--- config.mk ---
export PLATFORM = sky130hd
export DESIGN_NAME = aegnn_event_dispatch
export DESIGN_NICKNAME = d
export VERILOG_FILES = /design/src/rtl/aegnn_pkg.sv /design/src/rtl/aegnn_event_dispatch.sv
export SDC_FILE = /design/constraint.sdc
export NUM_CORES = 1
export LEC_CHECK = 0
export ABC_AREA = 1
export CAP_MARGIN = 5
export CORE_MARGIN = 1
export CORE_UTILIZATION = 25
export CTS_CLUSTER_SIZE = 12
export DETAILED_ROUTE_END_ITERATION = 8
export GPL_ROUTABILITY_DRIVEN = 1
export HOLD_SLACK_MARGIN = 0.1
export SETUP_SLACK_MARGIN = 0.15
export SLEW_MARGIN = 20
export SYNTH_ARGS = -nofsm -noshare
export SYNTH_HDL_FRONTEND = slang
export SYNTH_SLANG_ARGS = --single-unit
--- constraint.sdc ---
create_clock -name clk -period 3.2 [get_ports clk]
set_input_delay 0.32 -clock clk [delete_from_list [all_inputs] [get_ports clk]]
set_output_delay 0.32 -clock clk [all_outputs]
set_load 0.1 [all_outputs]
--- src/rtl/aegnn_pkg.sv ---
// Shared types for the AEGNN event path: event payload and FC output width.
// Latency: n/a (types and constants only).
// Backpressure: n/a.
package aegnn_pkg;

    localparam int FC_OUT_WIDTH = 16;

    typedef struct packed {
        logic [15:0] ts;
        logic [7:0]  x;
        logic [7:0]  y;
        logic        pol;
    } event_s;

endpackage

--- src/rtl/aegnn_event_dispatch.sv ---
// Event dispatcher in front of the AEGNN core. It buffers host events, runs them one at a time
//   through the ip_en/ip_clean handshake and returns each prediction as a one-entry result stream.
// Latency: event at FIFO head, core idle, result slot empty -> ip_en two cycles later.
// Backpressure: s_evt_ready drops when the FIFO is full or a clean is running; an unread result
//   blocks further dispatch, so events wait in the FIFO.
// Ports: host event stream (s_evt_*), clean_req/clean_done, core control (ip_*), current event
//   (new_event), core results in (prediction, fc_out_pack), result stream (m_res_*), sticky
//   err_timeout, and perf_last_lat/perf_max_lat.
// Optional feature macro: DISPATCH_PERF_EN adds the run-latency counters; without it the perf
//   outputs are tied to zero.
module aegnn_event_dispatch
    import aegnn_pkg::*;
#(
    parameter int EVT_FIFO_DEPTH = 16,
    parameter int FC_OUT_C       = 2,
    parameter int SEQ_WIDTH      = 16,
    parameter int TIMEOUT_CYCLES = 65536
) (
    input  logic                             clk,
    input  logic                             rstn,
    input  logic                             s_evt_valid,
    output logic                             s_evt_ready,
    input  event_s                           s_evt_data,
    input  logic                             clean_req,
    output logic                             clean_done,
    output logic                             ip_en,
    output logic                             ip_clean,
    input  logic                             ip_idle,
    input  logic                             ip_done,
    input  logic                             ip_clear,
    output event_s                           new_event,
    input  logic                             prediction,
    input  logic [FC_OUT_C*FC_OUT_WIDTH-1:0] fc_out_pack,
    output logic                             m_res_valid,
    input  logic                             m_res_ready,
    output logic                             m_res_pred,
    output logic [FC_OUT_C*FC_OUT_WIDTH-1:0] m_res_fc,
    output logic [SEQ_WIDTH-1:0]             m_res_seq,
    output logic                             err_timeout,
    output logic [31:0]                      perf_last_lat,
    output logic [31:0]                      perf_max_lat
);

    localparam int FC_W = FC_OUT_C * FC_OUT_WIDTH;
    localparam int AW   = $clog2(EVT_FIFO_DEPTH);

    typedef enum logic [2:0] {
        ST_IDLE,
        ST_LOAD,
        ST_RUN,
        ST_CAPTURE,
        ST_RELEASE,
        ST_CLEAN,
        ST_CLEAN_REL
    } state_e;

    state_e               state_q, state_d;
    logic                 clean_pending_q, clean_pending_d;
    logic [SEQ_WIDTH-1:0] seq_q, seq_d;
    event_s               new_event_q, new_event_d;
    logic                 m_res_valid_q, m_res_valid_d;
    logic                 m_res_pred_q, m_res_pred_d;
    logic [FC_W-1:0]      m_res_fc_q, m_res_fc_d;
    logic [SEQ_WIDTH-1:0] m_res_seq_q, m_res_seq_d;
    logic                 err_timeout_q, err_timeout_d;
    logic [31:0]          run_cnt_q, run_cnt_d;
    logic                 clean_done_q, clean_done_d;

    // Event FIFO: pointers carry one extra wrap bit to tell full from empty.
    event_s               fifo_mem_q [EVT_FIFO_DEPTH];
    logic [AW:0]          wr_ptr_q, wr_ptr_d;
    logic [AW:0]          rd_ptr_q, rd_ptr_d;
    logic                 fifo_empty;
    logic                 fifo_full;
    event_s               fifo_head;

    logic                 evt_push;
    logic                 start_clean;
    logic                 start_load;
    logic                 in_clean;
    logic                 clean_finish;

    assign fifo_empty = (wr_ptr_q == rd_ptr_q);
    assign fifo_full  = (wr_ptr_q[AW] != rd_ptr_q[AW]) &&
                        (wr_ptr_q[AW-1:0] == rd_ptr_q[AW-1:0]);
    assign fifo_head  = fifo_mem_q[rd_ptr_q[AW-1:0]];

    assign in_clean    = (state_q == ST_CLEAN) || (state_q == ST_CLEAN_REL);
    // Gated by rstn so the host sees ready=0 while reset is held.
    assign s_evt_ready = rstn && !fifo_full && !in_clean;
    assign evt_push    = s_evt_valid && s_evt_ready;

    // A pending clean wins over queued events; dispatch also needs an empty result slot.
    assign start_clean  = (state_q == ST_IDLE) && clean_pending_q && ip_idle;
    assign start_load   = (state_q == ST_IDLE) && !clean_pending_q && ip_idle &&
                          !fifo_empty && !m_res_valid_q;
    assign clean_finish = (state_q == ST_CLEAN_REL) && ip_idle;

    always_comb begin
        wr_ptr_d = wr_ptr_q;
        rd_ptr_d = rd_ptr_q;
        if (start_clean) begin
            // Flush on clean entry; a push landing on the same edge is discarded with the rest.
            wr_ptr_d = '0;
            rd_ptr_d = '0;
        end else begin
            if (evt_push) begin
                wr_ptr_d = wr_ptr_q + (AW+1)'(1);
            end
            if (start_load) begin
                rd_ptr_d = rd_ptr_q + (AW+1)'(1);
            end
        end
    end

    always_ff @(posedge clk) begin
        if (evt_push) begin
            fifo_mem_q[wr_ptr_q[AW-1:0]] <= s_evt_data;
        end
    end

    always_comb begin
        state_d         = state_q;
        clean_pending_d = clean_pending_q | clean_req;
        seq_d           = seq_q;
        new_event_d     = new_event_q;
        m_res_valid_d   = m_res_valid_q;
        m_res_pred_d    = m_res_pred_q;
        m_res_fc_d      = m_res_fc_q;
        m_res_seq_d     = m_res_seq_q;
        err_timeout_d   = err_timeout_q;
        run_cnt_d       = run_cnt_q;
        clean_done_d    = 1'b0;

        if (m_res_valid_q && m_res_ready) begin
            m_res_valid_d = 1'b0;
        end

        case (state_q)
            ST_IDLE: begin
                if (start_clean) begin
                    state_d = ST_CLEAN;
                end else if (start_load) begin
                    state_d     = ST_LOAD;
                    new_event_d = fifo_head;
                end
            end
            ST_LOAD: begin
                state_d   = ST_RUN;
                run_cnt_d = '0;
            end
            ST_RUN: begin
                run_cnt_d = (run_cnt_q == '1) ? run_cnt_q : run_cnt_q + 32'd1;
                if ((TIMEOUT_CYCLES != 0) && (run_cnt_q == 32'(TIMEOUT_CYCLES - 1))) begin
                    err_timeout_d = 1'b1;
                end
                if (ip_done) begin
                    state_d = ST_CAPTURE;
                    // Core outputs are sampled on the ip_done edge, where they are known valid;
                    // the slot is empty here, so updating the data lines early is invisible.
                    m_res_pred_d = prediction;
                    m_res_fc_d   = fc_out_pack;
                end
            end
            ST_CAPTURE: begin
                state_d       = ST_RELEASE;
                m_res_valid_d = 1'b1;
                m_res_seq_d   = seq_q;
                seq_d         = seq_q + SEQ_WIDTH'(1);
            end
            ST_RELEASE: begin
                if (ip_idle) begin
                    state_d = ST_IDLE;
                end
            end
            ST_CLEAN: begin
                if (ip_clear) begin
                    state_d = ST_CLEAN_REL;
                end
            end
            ST_CLEAN_REL: begin
                if (ip_idle) begin
                    state_d         = ST_IDLE;
                    clean_done_d    = 1'b1;
                    // A request arriving on the finishing cycle starts a fresh clean.
                    clean_pending_d = clean_req;
                    seq_d           = '0;
                end
            end
            default: begin
                state_d = ST_IDLE;
            end
        endcase
    end

    always_ff @(posedge clk) begin
        if (!rstn) begin
            state_q         <= ST_IDLE;
            clean_pending_q <= 1'b0;
            seq_q           <= '0;
            new_event_q     <= '0;
            m_res_valid_q   <= 1'b0;
            m_res_pred_q    <= 1'b0;
            m_res_fc_q      <= '0;
            m_res_seq_q     <= '0;
            err_timeout_q   <= 1'b0;
            run_cnt_q       <= '0;
            clean_done_q    <= 1'b0;
            wr_ptr_q        <= '0;
            rd_ptr_q        <= '0;
        end else begin
            state_q         <= state_d;
            clean_pending_q <= clean_pending_d;
            seq_q           <= seq_d;
            new_event_q     <= new_event_d;
            m_res_valid_q   <= m_res_valid_d;
            m_res_pred_q    <= m_res_pred_d;
            m_res_fc_q      <= m_res_fc_d;
            m_res_seq_q     <= m_res_seq_d;
            err_timeout_q   <= err_timeout_d;
            run_cnt_q       <= run_cnt_d;
            clean_done_q    <= clean_done_d;
            wr_ptr_q        <= wr_ptr_d;
            rd_ptr_q        <= rd_ptr_d;
        end
    end

    assign ip_en       = (state_q == ST_RUN);
    assign ip_clean    = (state_q == ST_CLEAN);
    assign new_event   = new_event_q;
    assign m_res_valid = m_res_valid_q;
    assign m_res_pred  = m_res_pred_q;
    assign m_res_fc    = m_res_fc_q;
    assign m_res_seq   = m_res_seq_q;
    assign err_timeout = err_timeout_q;
    assign clean_done  = clean_done_q;

`ifdef DISPATCH_PERF_EN
    logic [31:0] perf_last_q, perf_last_d;
    logic [31:0] perf_max_q, perf_max_d;

    // run_cnt_q holds the number of cycles since ip_en rose, saturating at all-ones.
    always_comb begin
        perf_last_d = perf_last_q;
        perf_max_d  = perf_max_q;
        if ((state_q == ST_RUN) && ip_done) begin
            perf_last_d = run_cnt_q;
            if (run_cnt_q > perf_max_q) begin
                perf_max_d = run_cnt_q;
            end
        end
        if (clean_finish) begin
            perf_last_d = '0;
            perf_max_d  = '0;
        end
    end

    always_ff @(posedge clk) begin
        if (!rstn) begin
            perf_last_q <= '0;
            perf_max_q  <= '0;
        end else begin
            perf_last_q <= perf_last_d;
            perf_max_q  <= perf_max_d;
        end
    end

    assign perf_last_lat = perf_last_q;
    assign perf_max_lat  = perf_max_q;
`else
    assign perf_last_lat = '0;
    assign perf_max_lat  = '0;
`endif

endmodule
Yosys cells after proc, flatten, opt, wreduce, memory -nomap -nowiden
Memories as Yosys holds them, arrays and structs flattened. A register that Yosys moved wholly into a read port is not among the register bits.
Cells that the tools add are included.
{ "totals": {"ff_bits": 114, "latch_bits": 0, "ramBits": 528, "rom_bits": 0, "inputBits": 74, "out_inout_bits": 152, "wordCells": 85, "n_memories": 1} }
{ "mem_list": {"columns": ["name", "depth", "word_bits", "read_ports", "rd_ports_with_merged_regs", "write_ports", "line_no", "text"], "rows": [
  ["fifo_mem_q", 16, 33, 1, 1, 1, "aegnn_event_dispatch.sv:70", "event_s fifo_mem_q [EVT_FIFO_DEPTH];"]
]} }
{ "classes": {"add_sub_neg": 4, "mul": 0, "n_div": 0, "magnitude_cmp": 0, "n_eq_ne": 17, "shift": 0, "muxes": 17, "n_bitwise": 3, "n_reduce_logical": 31} }
{ "ops": {"columns": ["operator", "n"], "rows": [
  ["$pmux W32 S2", 1],
  ["$add A32 B1 Y32 const B", 1],
  ["$eq A32 B16 Y1 const B", 1],
  ["$eq A32 B32 Y1 const B", 1],
  ["$mux W32", 1],
  ["$pmux W16 S2", 1],
  ["$pmux W3 S6", 1],
  ["$add A16 B1 Y16 const B", 1],
  ["$mux W16", 1],
  ["$mux W3", 5],
  ["$logic_and A1 B1 Y1", 11],
  ["$add A5 B1 Y5 const B", 2],
  ["$reduce_and A2 Y1", 5],
  ["$eq A3 B3 Y1 const B", 3],
  ["$mux W1", 7],
  ["$eq A3 B2 Y1 const B", 2],
  ["$logic_not A1 Y1", 6],
  ["$ne A2 B1 Y1 const B", 3],
  ["$reduce_bool A2 Y1", 3],
  ["$eq A5 B5 Y1", 1],
  ["$eq A4 B4 Y1", 1],
  ["$ne A2 B2 Y1 const B", 2],
  ["$reduce_and A4 Y1", 1],
  ["$reduce_or A2 Y1", 2],
  ["other kinds (8)", 9]
]} }

Depth between registers and ports, before layout
{ "logic_depth": {"ltp_word": 8, "mapped_depth": 13, "ltp_nobuf": 12} }

Least setup slack after synthesis
No wires, ideal clock.
{ "synth_path": {"path_type": "reg-to-reg", "start": "reg state_q[1]", "end": "mem fifo_mem_q[0][0] (netlist bit), enable pin", "setup_time_ps": 423, "arrival_time_ps": 3135, "required_time_ps": 2777, "setup_slack_ps": -358, "stages_incl_launch_ff": 9, "path_buffers": 0, "period_less_slack_ps": 3558, "path_cell_list": "dfxtp_1 inv_1 nand2_1 nor2_1 nor3_1 nand3_1 inv_2 nand2_1 nor2_1"} }
{ "synth_via": {"elab_chain_len": 7, "word_cells_on_any_way": 8, "cone_classes": "eq/ne: 2; mux: 2; reduce/logical: 4"} }
{ "synth_lines": {"columns": ["item", "line_no", "text"], "rows": [
  ["start: declaration", "aegnn_event_dispatch.sv:57", "state_e state_q, state_d;"],
  ["start signal: assignment", "aegnn_event_dispatch.sv:212", "state_q <= state_d;"],
  ["$eq A3 B3 Y1", null, null],
  ["via ip_clean", "aegnn_event_dispatch.sv:27", "output logic ip_clean,"],
  ["$logic_or A1 B1 Y1", "aegnn_event_dispatch.sv:88", "assign in_clean = (state_q == ST_CLEAN) || (state_q == ST_CLEAN_REL);"],
  ["$logic_not A1 Y1", "aegnn_event_dispatch.sv:90", "assign s_evt_ready = rstn && !fifo_full && !in_clean;"],
  ["$logic_and A1 B1 Y1", "aegnn_event_dispatch.sv:90", null],
  ["$logic_and A1 B1 Y1", "aegnn_event_dispatch.sv:91", "assign evt_push = s_evt_valid && s_evt_ready;"],
  ["$mux W1", "aegnn_event_dispatch.sv:117", "if (evt_push) begin"],
  ["$mux W1 (not written as such)", "aegnn_event_dispatch.sv:118", "fifo_mem_q[wr_ptr_q[AW-1:0]] <= s_evt_data;"],
  ["end: declaration", "aegnn_event_dispatch.sv:70", null]
]} }
The timed path passes the listed nets, and every way through them passes these cells.

Final worst setup path
{ "layout_path": {"start": "reg state_q[1]", "end": "mem fifo_mem_q[13][3] (netlist bit), enable pin"} }
{ "layout_via": {"elab_chain_len": 7, "word_cells_on_any_way": 8, "cone_classes": "eq/ne: 2; mux: 2; reduce/logical: 4"} }
{ "layout_lines": {"columns": ["item", "line_no"], "rows": [
  ["$eq A3 B3 Y1", "aegnn_event_dispatch.sv:88"],
  ["$logic_or A1 B1 Y1 (*)", "aegnn_event_dispatch.sv:88"],
  ["$logic_not A1 Y1 (*)", "aegnn_event_dispatch.sv:90"],
  ["$logic_and A1 B1 Y1 (*)", "aegnn_event_dispatch.sv:90"],
  ["$logic_and A1 B1 Y1 (*)", "aegnn_event_dispatch.sv:91"],
  ["$mux W1 (*)", "aegnn_event_dispatch.sv:117"],
  ["$mux W1 (not written as such) (*)", "aegnn_event_dispatch.sv:118"]
]} }
Every way passes the cells marked *; elsewhere a longest branch is shown, timed or not.

==> qor.yml <==
outcome:
  run_status: "complete, no violations"
synth:
  post_synth.cell_area_avg_um2: 10.7
  yosys_warnings: 0
  synth.top_cell.area_share_pct: 57.2
  main_area_contributors_after_synthesis: "sky130_fd_sc_hd__edfxtp_1, sky130_fd_sc_hd__dfxtp_1, sky130_fd_sc_hd__nor2_1, sky130_fd_sc_hd__o21ai_0, sky130_fd_sc_hd__nand2_1"
  synthSimpleGateAreaFrac_pct: 15.0
  synthDominantAreaCellType: "sky130_fd_sc_hd__edfxtp_1"
  post-synth-top-count-cell: "sky130_fd_sc_hd__edfxtp_1"
  synth-edff-count: 528
  synth_top_cells_by_count: "sky130_fd_sc_hd__edfxtp_1, sky130_fd_sc_hd__nor2_1, sky130_fd_sc_hd__nand2_1"
  synthAdderAreaFrac_pct: 0.316
  postSynth.topFlopCell: "sky130_fd_sc_hd__edfxtp_1"
  mappedNetlistArea_um2: 27700
  compound_gate_fraction_of_synth_area_pct: 11.2
  seq_area_frac_synth_pct: 67.9
  async_flop_share_pct: 0
  combinational_family_with_the_most_area_after_synthesis: "simple AND/OR/NAND/NOR gates"
  number_of_synthesized_register_bits: 675
  fraction_of_synthesized_cell_area_in_xor_and_xnor_cells_pct: 0.348
  library_cells_used_by_synthesis: 38
  post_synth_inst_count: 2579
  post_synth_mux_area_share_pct: 0
worst_setup_path:
  end_kind: "flop"
  worst_endpoint_required_time_ns: 3.51
  reg2reg_slack_ns: 0.31
  worstReg2RegStart: "state_q[1]"
  critPathMaxFanout: 24
  crit_arrival_ns: 3.20
  crit_type: "reg -> reg"
  worst_setup_path_start_kind: "flop"
  worst_r2r_endpoint: "fifo_mem_q[13][3]"
  reg2regPathDepth: 9
timing:
  final.min_clock_period_ns: 2.89
  clock.fmax_ghz: 0.345
  slew_violations: 0
  slew_headroom_pct: 28.5
  timing.setup.tns_ns: 0
  finalHoldViolCount: 0
  setup_viol: 0
  worst_clock_skew_ns: 0.0192
  rsz_0062_raised_after_global_routing: "false"
  worst_hold_slack_ns: 0.297
  timing_worst_slew_pin_value_ns: 1.07
  final.period_utilization_pct: 90.5
final_layout:
  fillers: 11176
  layout-drive-gt1-share_pct: 7.99
  finish.instance_area_um2: 33200
  area.growth.synth_to_final_pct: 19.8
  final_cell_count_no_fill: 4255
  design.final.nets: 2801
placement:
  placedInstanceArea_um2: 30900
  gpl.final_weighted_congestion: 0.829
  io_buffers: 161
  placed_cells_incl_taps: 4116
  place.detailed.hpwl_um: 42900
grt:
  initial_antenna_violation_count: 6
  global_route_total_usage_across_every_layer_pct: 12.5
  via_count_of_the_first_global_routing_pass: 17810
  maximum_number_of_pins_on_one_net_before_global_route_repair: 199
  gr-total-overflow: 0
  grt_pass1_wl_um: 109000
drt:
  via_count: 19027
  drtAntennaViolNets: 0
  detail_route.drc_violations: 0
  firstDrtPassIters: 5
  dr.first_iter.drc_count: 1671
  wire_per_inst_um: 17.0
  vias_per_cell: 4.47
  route.final.wire_length_um: 72300
clocking:
  worstSkewPairLatency_ns: 0.62
  htree_levels: 3
  cts.reportedPaths.clkPinSlew_ns: 0.06
  cts.sink_count: 675
  cts_tree: "yes"
  cts-root-buf: "sky130_fd_sc_hd__clkbuf_16"
  ctsLongestPathBuffers: 3
  cts_inserted_buffers: 73
pwr:
  power.static_leakage_nw: 10.8
  worst_supply_voltage_drop_on_vdd_v: 0.000361
  power_mw: 21.3
  share_comb_of_total_power_pct: 16.3
  p_clk_share_pct: 37.8
  net_switching_component_of_the_power_mw: 6.29
  cellPowerDensity_nw_per_um2: 643
  p_sw_share_pct: 29.5
  internal_power_mw: 15.0
  power.share.sequential_pct: 45.9
floorplanning:
  start_util_pct: 25.3
  io_pins: 226
  dieArea_um2: 112000
  core.rowCount: 121
  die_height_um: 335
  core-area_um2: 109000
  width_of_the_die_um: 335
min_path:
  hold_depth: 3
  hold_path_class: "in -> reg"
  hp-start: "fc_out_pack[25]"
  min_to: "m_res_fc[25]"
flow_run:
  cap_violations: 0
-- registers in the layout (all words and copies together) (netlist names) --
name	count
clean_done	1
clean_pending_q	1
err_timeout	1
fifo_mem_q	528
m_res_fc	32
m_res_pred	1
m_res_seq	16
m_res_valid	1
new_event	33
rd_ptr_q	5
run_cnt_q	32
seq_q	16
state_q	3
wr_ptr_q	5
-- cells by family after synthesis --
logic type / count (synthesis)
simple gates: 1029
flops: 675
compound gates: 566
buf+inv: 290
xor+xnor: 11
fa+ha+maj: 7
other cells: 1
-- stage by stage --
| step | setup slack, ns | util [%] |
|---|---|---|
| 2_1_floorplan | -0.358 | - |
| 3_3_place_gp | 0.269 | 28.3 |
| 3_5_place_dp | 0.285 | 28.3 |
| 4_1_cts | 0.264 | 30.3 |
| 5_1_grt | 0.167 | 30.4 |
| 6_report | 0.305 | 30.4 |
-- power by group through the flow --
stage	combinational [mW]	clock (mW)	sequential, mW
6_report	3.48	8.06	9.80
5_1_grt	3.74	8.59	9.82
4_1_cts	3.51	8.25	9.80
3_5_place_dp	3.50	0	9.99
3_3_place_gp	3.49	0	9.98
2_1_floorplan	1.74	0	10.9
-- per-layer routing --
metal | vias to the layer above | GRT usage [%] | part of all wire, %
met1 | 9179 | 17.0 | 46
met2 | 561 | 20.0 | 46
met4 | 8 | 2.95 | 1.7
met3 | 95 | 2.97 | 6.7
li1 | 9184 | - | -
met5 | - | 0 | 0.061
-- placed cells by master, fill, tap and decap left out, types with 6 or more instances in the layout --
master	n
sky130_fd_sc_hd__nand3_1	116
sky130_fd_sc_hd__nand2_1	351
sky130_fd_sc_hd__buf_4	54
sky130_fd_sc_hd__conb_1	64
sky130_fd_sc_hd__o211ai_1	66
sky130_fd_sc_hd__ha_1	7
sky130_fd_sc_hd__clkinv_1	8
sky130_fd_sc_hd__clkbuf_1	30
sky130_fd_sc_hd__a21oi_1	95
sky130_fd_sc_hd__edfxtp_1	528
sky130_fd_sc_hd__inv_2	6
sky130_fd_sc_hd__clkinv_2	9
sky130_fd_sc_hd__o21ai_1	14
sky130_fd_sc_hd__o21ai_0	327
sky130_fd_sc_hd__clkbuf_16	75
sky130_fd_sc_hd__nor2_1	490
sky130_fd_sc_hd__a21oi_2	8
sky130_fd_sc_hd__dfxtp_1	144
sky130_fd_sc_hd__clkdlybuf4s50_1	135
sky130_fd_sc_hd__buf_12	19
sky130_fd_sc_hd__nor3_1	23
sky130_fd_sc_hd__xor2_1	8
sky130_fd_sc_hd__inv_1	73
sky130_fd_sc_hd__nand4_1	13
sky130_fd_sc_hd__nor2_4	20
sky130_fd_sc_hd__o22ai_1	53
sky130_fd_sc_hd__nand2_2	6
-- worst max-delay path, cell delays in order, from the launching register on --
cell and delay (ns):
sky130_fd_sc_hd__dfxtp_1 0.37, sky130_fd_sc_hd__inv_1 0.11, sky130_fd_sc_hd__nand2_1 0.09, sky130_fd_sc_hd__nor2_1 0.07, sky130_fd_sc_hd__nor3_1 0.34, sky130_fd_sc_hd__nand3_1 0.36
sky130_fd_sc_hd__inv_2 0.28, sky130_fd_sc_hd__nand2_1 0.27, sky130_fd_sc_hd__nor2_4 0.40, sky130_fd_sc_hd__buf_12 0.28
-- worst max path at each step --
stage,slack (ns),start,cells after the start,end
2_1_floorplan,-0.36,state_q[1],8,fifo_mem_q[0][0]
3_3_place_gp,0.27,state_q[1],9,fifo_mem_q[8][0]
3_5_place_dp,0.28,state_q[1],9,fifo_mem_q[8][0]
4_1_cts,0.26,state_q[1],9,fifo_mem_q[8][25]
5_1_grt,0.17,state_q[1],9,fifo_mem_q[0][27]
6_report,0.31,state_q[1],9,fifo_mem_q[13][3]
-- timing repair --
item                                    4_1_cts  5_1_grt
gates resized for setup                       0        1
endpoints found under the setup margin        0      145
setup buffers                                 0        5
hold buffers                                  0        0
-- cell type report --
type	instances	area, µm²	share of cell area, %
well taps	1476	1850	5.56
multi-input cells	1677	7800	23.5
diodes	2	5.00	0.0151
flip-flops and latches	675	18800	56.7
inverters	83	318	0.957
clock buffers	109	2040	6.16
repair buffers	210	2150	6.49
clock inverters	23	223	0.671
No activity file was read; power rests on OpenSTA's default activity.
